--- src/rtl/sdiv_shift_if.sv ---
// Request/result bundle for the shift-subtract divider.
// The master drives the operands and go; the slave returns the result, the flags and the status.
interface sdiv_shift_if #(
    parameter int WIDTH = 16
);
    logic             go;
    logic [WIDTH-1:0] dividend;
    logic [WIDTH-1:0] divisor;
    logic [WIDTH-1:0] quotient;
    logic [WIDTH-1:0] remainder;
    logic             div0;
    logic             ovf;
    logic             busy;
    logic             rdy;

    modport master (
        output go, dividend, divisor,
        input  quotient, remainder, div0, ovf, busy, rdy
    );

    modport slave (
        input  go, dividend, divisor,
        output quotient, remainder, div0, ovf, busy, rdy
    );
endinterface

--- src/rtl/sdiv_shift.sv ---
// Fixed-latency radix-2 restoring divider, signed or unsigned.
// It works on magnitudes and applies the signs in a final FIX cycle.
// The result is valid WIDTH+2 cycles after the accept edge, whatever the operands.
module sdiv_shift #(
    parameter int WIDTH  = 16,
    parameter bit SIGNED = 1'b1
) (
    input  logic         clk,
    input  logic         rst_n,
    sdiv_shift_if.slave  bus
);
    localparam int CW = $clog2(WIDTH);
    localparam logic [WIDTH-1:0] MIN_VAL = {1'b1, {(WIDTH-1){1'b0}}};

    typedef enum logic [1:0] {IDLE, CALC, FIX} state_t;

    state_t           state, state_nxt;
    logic             accept;
    logic [WIDTH:0]   r_q;
    logic [WIDTH-1:0] qmag, dmag;
    logic [CW-1:0]    cnt;
    logic             neg_q, neg_r, dz, ov;

    // Operand magnitudes. In WIDTH-bit unsigned, |MIN| is 2^(WIDTH-1) and loses nothing.
    logic             a_neg, b_neg;
    logic [WIDTH-1:0] a_mag, b_mag;
    assign a_neg = SIGNED && bus.dividend[WIDTH-1];
    assign b_neg = SIGNED && bus.divisor[WIDTH-1];
    assign a_mag = a_neg ? -bus.dividend : bus.dividend;
    assign b_mag = b_neg ? -bus.divisor  : bus.divisor;

    // One restoring step. R stays below Dmag, so the shifted R always fits in WIDTH+1 bits.
    logic [WIDTH:0] r_sh, r_nxt;
    logic           sub_ok;
    assign r_sh   = {r_q[WIDTH-1:0], qmag[WIDTH-1]};
    assign sub_ok = r_sh >= {1'b0, dmag};
    assign r_nxt  = sub_ok ? (r_sh - {1'b0, dmag}) : r_sh;

    // State register.
    always_ff @(posedge clk or negedge rst_n) begin
        if (!rst_n) state <= IDLE;
        else        state <= state_nxt;
    end

    // Next-state logic. go is looked at only in IDLE, so a request during CALC or FIX is dropped.
    always_comb begin
        state_nxt = state;
        accept    = 1'b0;
        case (state)
            IDLE: if (bus.go) begin
                accept    = 1'b1;
                state_nxt = CALC;
            end
            CALC: if (cnt == '0) state_nxt = FIX;
            FIX:  state_nxt = IDLE;
            default: state_nxt = IDLE;
        endcase
    end

    // Datapath: capture on accept, shift and subtract in CALC, sign-fix and publish in FIX.
    always_ff @(posedge clk or negedge rst_n) begin
        if (!rst_n) begin
            r_q           <= '0;
            qmag          <= '0;
            dmag          <= '0;
            cnt           <= '0;
            neg_q         <= 1'b0;
            neg_r         <= 1'b0;
            dz            <= 1'b0;
            ov            <= 1'b0;
            bus.quotient  <= '0;
            bus.remainder <= '0;
            bus.div0      <= 1'b0;
            bus.ovf       <= 1'b0;
            bus.busy      <= 1'b0;
            bus.rdy       <= 1'b0;
        end else if (accept) begin
            r_q      <= '0;
            qmag     <= a_mag;
            dmag     <= b_mag;
            cnt      <= CW'(WIDTH - 1);
            neg_q    <= a_neg ^ b_neg;
            neg_r    <= a_neg;
            dz       <= (bus.divisor == '0);
            ov       <= SIGNED && (bus.dividend == MIN_VAL) && (bus.divisor == '1);
            bus.rdy  <= 1'b0;
            bus.busy <= 1'b1;
        end else if (state == CALC) begin
            r_q  <= r_nxt;
            qmag <= {qmag[WIDTH-2:0], sub_ok};
            cnt  <= cnt - CW'(1);
        end else if (state == FIX) begin
            // With a zero divisor every step subtracts 0. Qmag ends all ones and R ends as |dividend|.
            // The quotient is forced to all ones so that a negative dividend does not flip it to +1.
            bus.quotient  <= dz ? '1 : (neg_q ? -qmag : qmag);
            bus.remainder <= neg_r ? -r_q[WIDTH-1:0] : r_q[WIDTH-1:0];
            bus.div0      <= dz;
            bus.ovf       <= ov;
            bus.rdy       <= 1'b1;
            bus.busy      <= 1'b0;
        end
    end
endmodule

--- src/flat_wrapper.sv ---
// flat-port wrapper written by rule: the top's interface ports become plain ports
module sdiv_shift_flat 
#(
    parameter int WIDTH  = 16,
    parameter bit SIGNED = 1'b1
)
  (clk, rst_n, bus_go, bus_dividend, bus_divisor, bus_quotient, bus_remainder, bus_div0, bus_ovf, bus_busy, bus_rdy);
  sdiv_shift_if #(.WIDTH(WIDTH)) bus_i ();
  input  logic clk;
  input  logic rst_n;
  input wire logic [$bits(bus_i.go)-1:0] bus_go;
  input wire logic [$bits(bus_i.dividend)-1:0] bus_dividend;
  input wire logic [$bits(bus_i.divisor)-1:0] bus_divisor;
  output wire logic [$bits(bus_i.quotient)-1:0] bus_quotient;
  output wire logic [$bits(bus_i.remainder)-1:0] bus_remainder;
  output wire logic [$bits(bus_i.div0)-1:0] bus_div0;
  output wire logic [$bits(bus_i.ovf)-1:0] bus_ovf;
  output wire logic [$bits(bus_i.busy)-1:0] bus_busy;
  output wire logic [$bits(bus_i.rdy)-1:0] bus_rdy;
  assign bus_i.go = bus_go;
  assign bus_i.dividend = bus_dividend;
  assign bus_i.divisor = bus_divisor;
  assign bus_quotient = bus_i.quotient;
  assign bus_remainder = bus_i.remainder;
  assign bus_div0 = bus_i.div0;
  assign bus_ovf = bus_i.ovf;
  assign bus_busy = bus_i.busy;
  assign bus_rdy = bus_i.rdy;
  sdiv_shift #(.WIDTH(WIDTH), .SIGNED(SIGNED)) u_core (.clk(clk), .rst_n(rst_n), .bus(bus_i));
endmodule
--- config.mk ---
export PLATFORM = sky130hd
export DESIGN_NAME = sdiv_shift_flat
export DESIGN_NICKNAME = d
export VERILOG_FILES = /design/src/rtl/sdiv_shift_if.sv /design/src/rtl/sdiv_shift.sv /design/src/flat_wrapper.sv
export SDC_FILE = /design/constraint.sdc
export NUM_CORES = 1
export LEC_CHECK = 0
export ABC_CLOCK_PERIOD_IN_PS = 6800
export BUFFER_PORTS_ARGS = -buffer_cell sky130_fd_sc_hd__buf_2
export CAP_MARGIN = 20
export CORE_AREA = 2 2 144 90
export CTS_CLUSTER_SIZE = 12
export DETAILED_ROUTE_END_ITERATION = 16
export DIE_AREA = 0 0 146 92
export PLACE_DENSITY = 0.76
export SKIP_CTS_REPAIR_TIMING = 1
export SLEW_MARGIN = 20
export SYNTH_ARGS = -nofsm -noshare
export SYNTH_HDL_FRONTEND = slang
export SYNTH_SLANG_ARGS = --single-unit
--- constraint.sdc ---
create_clock -name clk -period 6.8 [get_ports clk]
set_clock_uncertainty 0.05 [all_clocks]
set_input_delay 2.04 -clock clk [delete_from_list [all_inputs] [get_ports clk]]
set_output_delay 2.04 -clock clk [all_outputs]
set_load 0.01 [all_outputs]
==> results.md, run 1 <==
- Max clock buf depth: 2
- Detail Placement HPWL: 11500 um
- Non-filler cells, final: 919
- Final core occ: 54.8%
- Endpoints failing hold: 0
- Initial antenna violation count: 0
- Ys Warns: 0
- GR Overflow Total: 0
- Crit path kind: in -> reg
- # H-tree levels: 3
- Die Y: 92 um
- Pre-CTS WS: 2.87 ns
- Die ar.: 0.0134 sq mm
- Flops & latches, synth: 94
- Power share of the sequential group: 30.8%
- Yosys cell types: 60
- Final Cycle Share: 52.7%
- Slew Viols, Final: 0
- Vias: 5262
- CTS Buf Count: 9
- Worst reg2reg startpoint: u_core.dmag[1]
- Antenna viol nets, final: 0
- 1st-iter DRT viols: 366
- Largest net degree at the start of global routing: 86
- Min Tclk post-route: 3.59 ns
- Critical path peak fanout: 6
- Core ar.: 0.0123 sq mm
- Drt wl/cell: 16.5 um
- Area contributors post-synth: dfrtp_1 39%, nand2_1 8.0%, o21ai_0 6.2%, xnor2_1 5.7%, ha_1 4.6%
- Syn_area_per_cell: 8.61 sq um
- Initial Util: 48.3%
- Maximum clock rate: 279 MHz
- Die width: 146 um
- Count leader, synth: nand2_1
- Placed cell count: 903
- Fill cells: 1129
- Critical Path End Type: flop
- Crit. Startpoint: bus_divisor[4]
- Max rail drop VDD: 0.191 mV
- Crit path to: u_core.dmag[14]
- Detailed Routing Iterations Pass 1: 5
- Placer Congestion: 0.915
- Footprint of the multi-input gates: 0.00337 sq mm
- Worst EP arrival: 3.75 ns
- Primary FF master, synth: dfrtp_1
- Syn nets: 750
- WL final: 15100 um
- First-pass GRT wire length: 25500 um
- Net Sw Power: 1640 uW
- Sequential Area: 0.00235 sq mm
- Via/cell ratio: 5.73
- Startpoint types: primary input
- CTS clk-pin slew, worst paths: 0.07 ns
- Vias in the first global route: 4973
- Max-slew headroom: 32.9%
- Cell taking the most area after synthesis: dfrtp_1
- Outcome: complete, no violations
- Worst Max-Slew Pin Slew: 1.00 ns
- Syn Std Cell Area: 0.00596 sq mm
- Switch share: 45.5%
- Setup WS post-layout: 3.21 ns
- Clk pwr share: 15.1%
- Port Buffer Count: 70
- Synth cell count leaders: 127 x nand2_1, 94 x dfrtp_1, 74 x o21ai_0
- Share of layout cells above drive strength 1: 14.6%
- Clk root buf: clkbuf_16
- Post-synth top area share: 39.5%
- CTS tree: yes
- Sink Count: 94
- Worst Reg-to-Reg Cells: 8
- RSZ-0062 raised after global routing: no
- Worst Path Required: 6.96 ns
- Fin Setup TNS: 0 ns
- Power Dens Cells: 534 mW/mm^2
- Fin nets: 802
- Reg2reg end: u_core.r_q[6]
- Row count: 32
- Post-synthesis sequential area ratio: 39.5%
- Total track usage: 23.6%
- Worst skew pair latency: 0.35 ns
- Async S/R FF share, synth: 100%
- Syn Inst Count: 692
- Drt drc: 0
- Max-cap viol count: 0
- Layout area overhead: 13.4%
- N_diodes: 0
- Comb pwr share: 54.1%
- Internal power: 1960 uW
- Final setup fails: 0
- Hold crit path type: reg -> reg
- Worst R2R Setup Slack: 3.66 ns
- LEAKAGE: 0.00299 uW
- Number of synthesized flops with an enable pin: 0
- IO Count: 71
## metrics by stage
stage	hold slack, ns	cell area [sq um]	total power (uW)
final	0.424	6760	3610
after global routing	0.439	6760	3920
after CTS	0.430	6750	3590
after detailed placement	0.416	6430	3030
after global placement	0.406	6430	2960
after floorplan	0.396	5960	2490
## power groups by stage
stage / clock [uW] / combinational, uW / sequential [uW]
2_1_floorplan: 0 / 1470 / 1020
3_3_place_gp: 0 / 1870 / 1090
3_5_place_dp: 0 / 1920 / 1110
4_1_cts: 553 / 1930 / 1100
5_1_grt: 580 / 2190 / 1150
6_report: 545 / 1950 / 1110
## registers in the layout, indices dropped and copies added (netlist names)
signal / count
u_core.bus.quotient: 16
u_core.cnt: 4
u_core.bus.remainder: 16
u_core.neg_q: 1
u_core.neg_r: 1
u_core.dmag: 16
u_core.qmag: 16
u_core.r_q: 16
u_core.bus.ovf: 1
u_core.bus.rdy: 1
u_core.ov: 1
u_core.state: 2
u_core.dz: 1
u_core.bus.div0: 1
u_core.bus.busy: 1
## worst min-delay path by stage
stage                                   to  cells past startpoint                    from  slack, ns
floorplan                        u_core.ov                      2               u_core.ov       0.40
global placement            u_core.bus.rdy                      2          u_core.bus.rdy       0.41
detailed placement  u_core.bus.quotient[2]                      2  u_core.bus.quotient[2]       0.42
CTS                        u_core.state[1]                      1           u_core.cnt[3]       0.43
global route               u_core.state[1]                      1           u_core.cnt[3]       0.44
finish              u_core.bus.quotient[2]                      2  u_core.bus.quotient[2]       0.42
## critical path, cell delays in order
cell     delay [ns]
buf_2          0.14
or4_1          0.58
or3_4          0.37
o31ai_1        0.36
xor2_1         0.17
o21ai_0        0.08
## cell type report
class / count / area share [%]
clock buffers: 10 / 3.39
clock inverters: 6 / 1.35
inverters: 30 / 1.67
multi-input cells: 534 / 49.8
flip-flops and latches: 94 / 34.8
well taps: 170 / 3.15
repair buffers: 75 / 5.83
## placed cells by master (no fill, tap or decap), drive strengths merged, types with 3 or more instances in the layout
cell type / n
a31oi: 3
nand2b: 8
clkbuf: 10
xnor2: 39
o21ai: 77
o211ai: 18
nor3: 8
xor2: 30
nor4: 8
a21oi: 19
dfrtp: 94
a211oi: 4
inv: 32
ha: 22
o41ai: 7
o31ai: 21
nor2: 40
o21a: 3
nand4: 17
or4: 6
nor2b: 5
nand2: 127
mux2i: 4
nand3: 14
or3: 5
buf: 75
a22oi: 7
a21o: 5
o311ai: 6
## cell families (layout without fill, tap and decap cells)
group / Yosys count / in the layout / share of synthesized area, %
buf+inv: 64 / 121 / 4.18
compound gates: 188 / 188 / 21.1
mux: 6 / 6 / 1.05
fa+ha+maj: 23 / 23 / 4.95
simple gates: 248 / 248 / 19.1
xor+xnor: 69 / 69 / 10.1
flops: 94 / 94 / 39.5
## metal layers
layer  vias to the layer above  track usage [%]  wire (um)  part of all wire (%)
li1                       2562                -          -                     -
met1                      2473             36.0       7490                    49
met2                       211             33.3       6050                    40
met3                        16             6.32       1450                   9.6
met4                         0             5.50        150                  0.99
met5                         -                0          0                     0
Power figures use the tool's default switching activity.
==> run 2, diff against run 1 <==
--- a/config.mk
+++ b/config.mk
@@ -5,13 +5,14 @@
 export SDC_FILE = /design/constraint.sdc
 export NUM_CORES = 1
 export LEC_CHECK = 0
-export ABC_CLOCK_PERIOD_IN_PS = 6800
+export ABC_AREA = 1
+export ABC_CLOCK_PERIOD_IN_PS = 3330
 export BUFFER_PORTS_ARGS = -buffer_cell sky130_fd_sc_hd__buf_2
 export CAP_MARGIN = 20
-export CORE_AREA = 2 2 144 90
+export CORE_AREA = 2 2 152 94
 export CTS_CLUSTER_SIZE = 12
 export DETAILED_ROUTE_END_ITERATION = 16
-export DIE_AREA = 0 0 146 92
+export DIE_AREA = 0 0 154 96
 export PLACE_DENSITY = 0.76
 export SKIP_CTS_REPAIR_TIMING = 1
 export SLEW_MARGIN = 20
==> constraint.sdc (replaced) <==
create_clock -name clk -period 3.33 [get_ports clk]
set_clock_uncertainty 0.05 [all_clocks]
set_input_delay 0.999 -clock clk [delete_from_list [all_inputs] [get_ports clk]]
set_output_delay 0.999 -clock clk [all_outputs]
set_load 0.01 [all_outputs]
==> run 2 against run 1 <==
Utilization hardly changed. Via count is 17% higher. Sequential share of layout area shrank 2.8 points. First-iteration DRC count up 98%. Flip-flop and latch count unchanged. Sequential power increased by 96%. Largest power group unchanged. Wire length is 13% higher. Worst hold slack worse by 0.0038 ns. Critical path depth up 5. Synthesized cell count up 35%. Combinational power grew 140%.
==> results.md, run 2 <==
- Critical Path End Type: flop
- N_diodes: 0
- Post-synthesis simple-gate area fraction: 35.2%
- Max-slew headroom: 63.0%
- Placer Congestion: 0.961
- WL final: 17200 um
- Worst Path Required: 3.56 ns
- 1st-iter DRT viols: 723
- Crit path largest cell delay: 0.49 ns
- Fill cells: 1302
- Vias: 6159
- Max rail drop VDD: 0.371 mV
- Die Y: 96 um
- Slew Viols, Final: 0
- Yosys cell types: 50
- Buf+Inv Stages, Crit Path: 0
- Clk root buf: clkbuf_16
- Comb pwr share: 59.4%
- Post-synthesis sequential area ratio: 35.7%
- Max clock buf depth: 2
- Worst Max-Slew Pin Slew: 0.555 ns
- Worst Reg-to-Reg Cells: 11
- Worst EP arrival: 2.47 ns
- Max-cap viol count: 0
- Antenna viol nets, final: 0
- Maximum clock rate: 446 MHz
- Sink Count: 94
- Total track usage: 24.3%
- Largest net degree at the start of global routing: 56
- Port Buffer Count: 70
- Area contributors post-synth: dfrtp_1 36%, nand2_1 15%, inv_1 7.2%, nand3_1 6.7%, o21ai_0 4.7%
- Mux cell area share after synthesis: 0%
- Most common cell after layout, fill and taps aside: nand2_1
- Most frequent cells in the layout: 263 x nand2_1, 127 x inv_1, 94 x dfrtp_1, 88 x nand3_1, 69 x buf_2
- Crit. Startpoint: u_core.r_q[9]
- Ys Warns: 0
- Final setup fails: 0
- Share of layout cells above drive strength 1: 14.9%
- Crit path kind: reg -> reg
- XOR/XNOR Fraction of Synth Area: 3.99%
- Count leader, synth: nand2_1
- Core ar.: 0.0134 sq mm
- CP cell instances: ha_1 -> nand2_1 -> nor2_2 -> and2_4 -> nand3_2 -> nand2_4 -> nor2_8 -> nand2_8 -> nand2_1 -> nand3_1 -> nand2_1
- Fin nets: 1050
- CTS tree: yes
- Fraction of the mapped netlist area in compound gates: 10.3%
- Worst R2R Setup Slack: 1.09 ns
- Drt wl/cell: 14.6 um
- RSZ-0062 raised after global routing: no
- Flops & latches, synth: 94
- # H-tree levels: 3
- Initial antenna violation count: 0
- Reg2reg end: u_core.r_q[10]
- Vias in the first global route: 5249
- Switch share: 50.5%
- Main combinational cell family by area after synthesis: simple AND/OR/NAND/NOR gates
- Adder-cell area share of the yosys netlist: 4.48%
- Worst skew pair latency: 0.35 ns
- Net Sw Power: 4030 uW
- Post-synth top area share: 35.7%
- Final Cycle Share: 67.3%
- Total power: 7980 uW
- Levels on crit path: 11
- Die ar.: 0.0148 sq mm
- Syn nets: 991
- Drt drc: 0
- Cell mode on critical path: nand2_1
- CTS Buf Count: 9
- LEAKAGE: 0.00385 uW
- Outcome: complete, no violations
- Async S/R FF share, synth: 100%
- Power share of the sequential group: 27.3%
- Syn Std Cell Area: 0.00659 sq mm
- Layout area overhead: 11.7%
- Crit-path leading delay family: simple AND/OR/NAND/NOR gates
- Hold crit path type: reg -> reg
- Fin Setup TNS: 0 ns
- Worst reg2reg startpoint: u_core.r_q[9]
- Min Tclk post-route: 2.24 ns
- Detailed Routing Iterations Pass 1: 7
- Primary FF master, synth: dfrtp_1
- Syn Inst Count: 933
- Syn_area_per_cell: 7.06 sq um
- Endpoints failing hold: 0
- Synth cell count leaders: 263 x nand2_1, 127 x inv_1, 94 x dfrtp_1
- Initial Util: 49.1%
- Internal power: 3950 uW
- Hold Startpoint: u_core.bus.rdy
- First-pass GRT wire length: 28100 um
- CTS clk-pin slew, worst paths: 0.07 ns
- Clk pwr share: 13.4%
- CP max-delay cell: dfrtp_1
- Final instance area: 0.00736 sq mm
- Power Dens Cells: 1080 mW/mm^2
- IO Count: 71
- Number of synthesized flops with an enable pin: 0
- Row count: 33
- Placed inst area: 0.00705 sq mm
- Cell taking the most area after synthesis: dfrtp_1
- Startpoint types: flop
- Via/cell ratio: 5.26
- Detail Placement HPWL: 13200 um
- GR Overflow Total: 0
- Crit path to: u_core.r_q[10]
- Critical path peak fanout: 17
- Die width: 154 um
run 2: cell count changes after synthesis, moves of 11 or more:
cell,previous run,this run
o21ai_0,74,62
nand2_1,127,263
o211ai_1,18,7
xnor2_1,39,6
clkbuf_1,27,12
inv_1,30,127
nor2_1,40,68
nand3_1,14,88
nand2_2,0,16
o31ai_1,19,2
nand3_2,0,11
run 2: cell type report:
| type | instances | area (sq um) | share of cell area, % |
|---|---|---|---|
| multi-input combinational | 673 | 3550 | 48.3 |
| sequential | 94 | 2350 | 32.0 |
| inverter | 138 | 518 | 7.04 |
| timing repair buffer | 76 | 410 | 5.58 |
| clock buffer | 10 | 229 | 3.11 |
| tap | 175 | 219 | 2.98 |
| clock inverter | 6 | 75.1 | 1.02 |
run 2: metrics by stage:
stage / instances / util (%) / hold slack (ns) / setup slack [ns]
floorplan: 933 / - / 0.399 / 1.21
detailed placement: 1156 / 52.6 / 0.411 / 0.876
finish: 1172 / 54.8 / 0.420 / 1.09
global placement: 1156 / 52.6 / 0.401 / 0.889
global route: 1172 / 54.8 / 0.457 / 0.970
CTS: 1172 / 54.8 / 0.429 / 1.12
run 2: tightest hold or removal path, cell delays in order, from the launching register on:
cell	delay, ns
dfrtp_1	0.34
nand2_1	0.05
nand2_1	0.05
run 2: cells by family (layout without fill, tap and decap cells):
| logic type | count (synthesis) | count (layout) |
|---|---|---|
| DFF | 94 | 94 |
| and+or+nand+nor | 498 | 498 |
| buffers and inverters | 166 | 230 |
| adders and majority gates | 23 | 23 |
| AOI/OAI and AO/OA | 122 | 122 |
| xor gates and xnor gates | 30 | 30 |
run 2: worst min path at each step:
stage	to	slack [ns]	cells after the start
6_report	u_core.bus.rdy	0.42	2
2_1_floorplan	u_core.qmag[0]	0.40	2
3_3_place_gp	u_core.bus.rdy	0.40	2
5_1_grt	u_core.bus.remainder[11]	0.46	2
4_1_cts	u_core.bus.rdy	0.43	2
3_5_place_dp	u_core.bus.rdy	0.41	2
run 2: power groups by stage:
stage	clock, uW	sequential (uW)	combinational, uW
after floorplan	0	2050	3640
after global placement	0	2160	4550
after detailed placement	0	2170	4640
after CTS	1090	2150	4670
after global routing	1130	2230	5380
final	1070	2180	4740
run 2: per-layer routing:
| layer | part of all wire (%) | vias up | GRT usage, % |
|---|---|---|---|
| li1 | - | 3120 | - |
| met1 | 55 | 2744 | 42.2 |
| met2 | 33 | 283 | 28.3 |
| met3 | 11 | 12 | 6.30 |
| met4 | 0.56 | 0 | 3.74 |
| met5 | 0 | - | 0 |
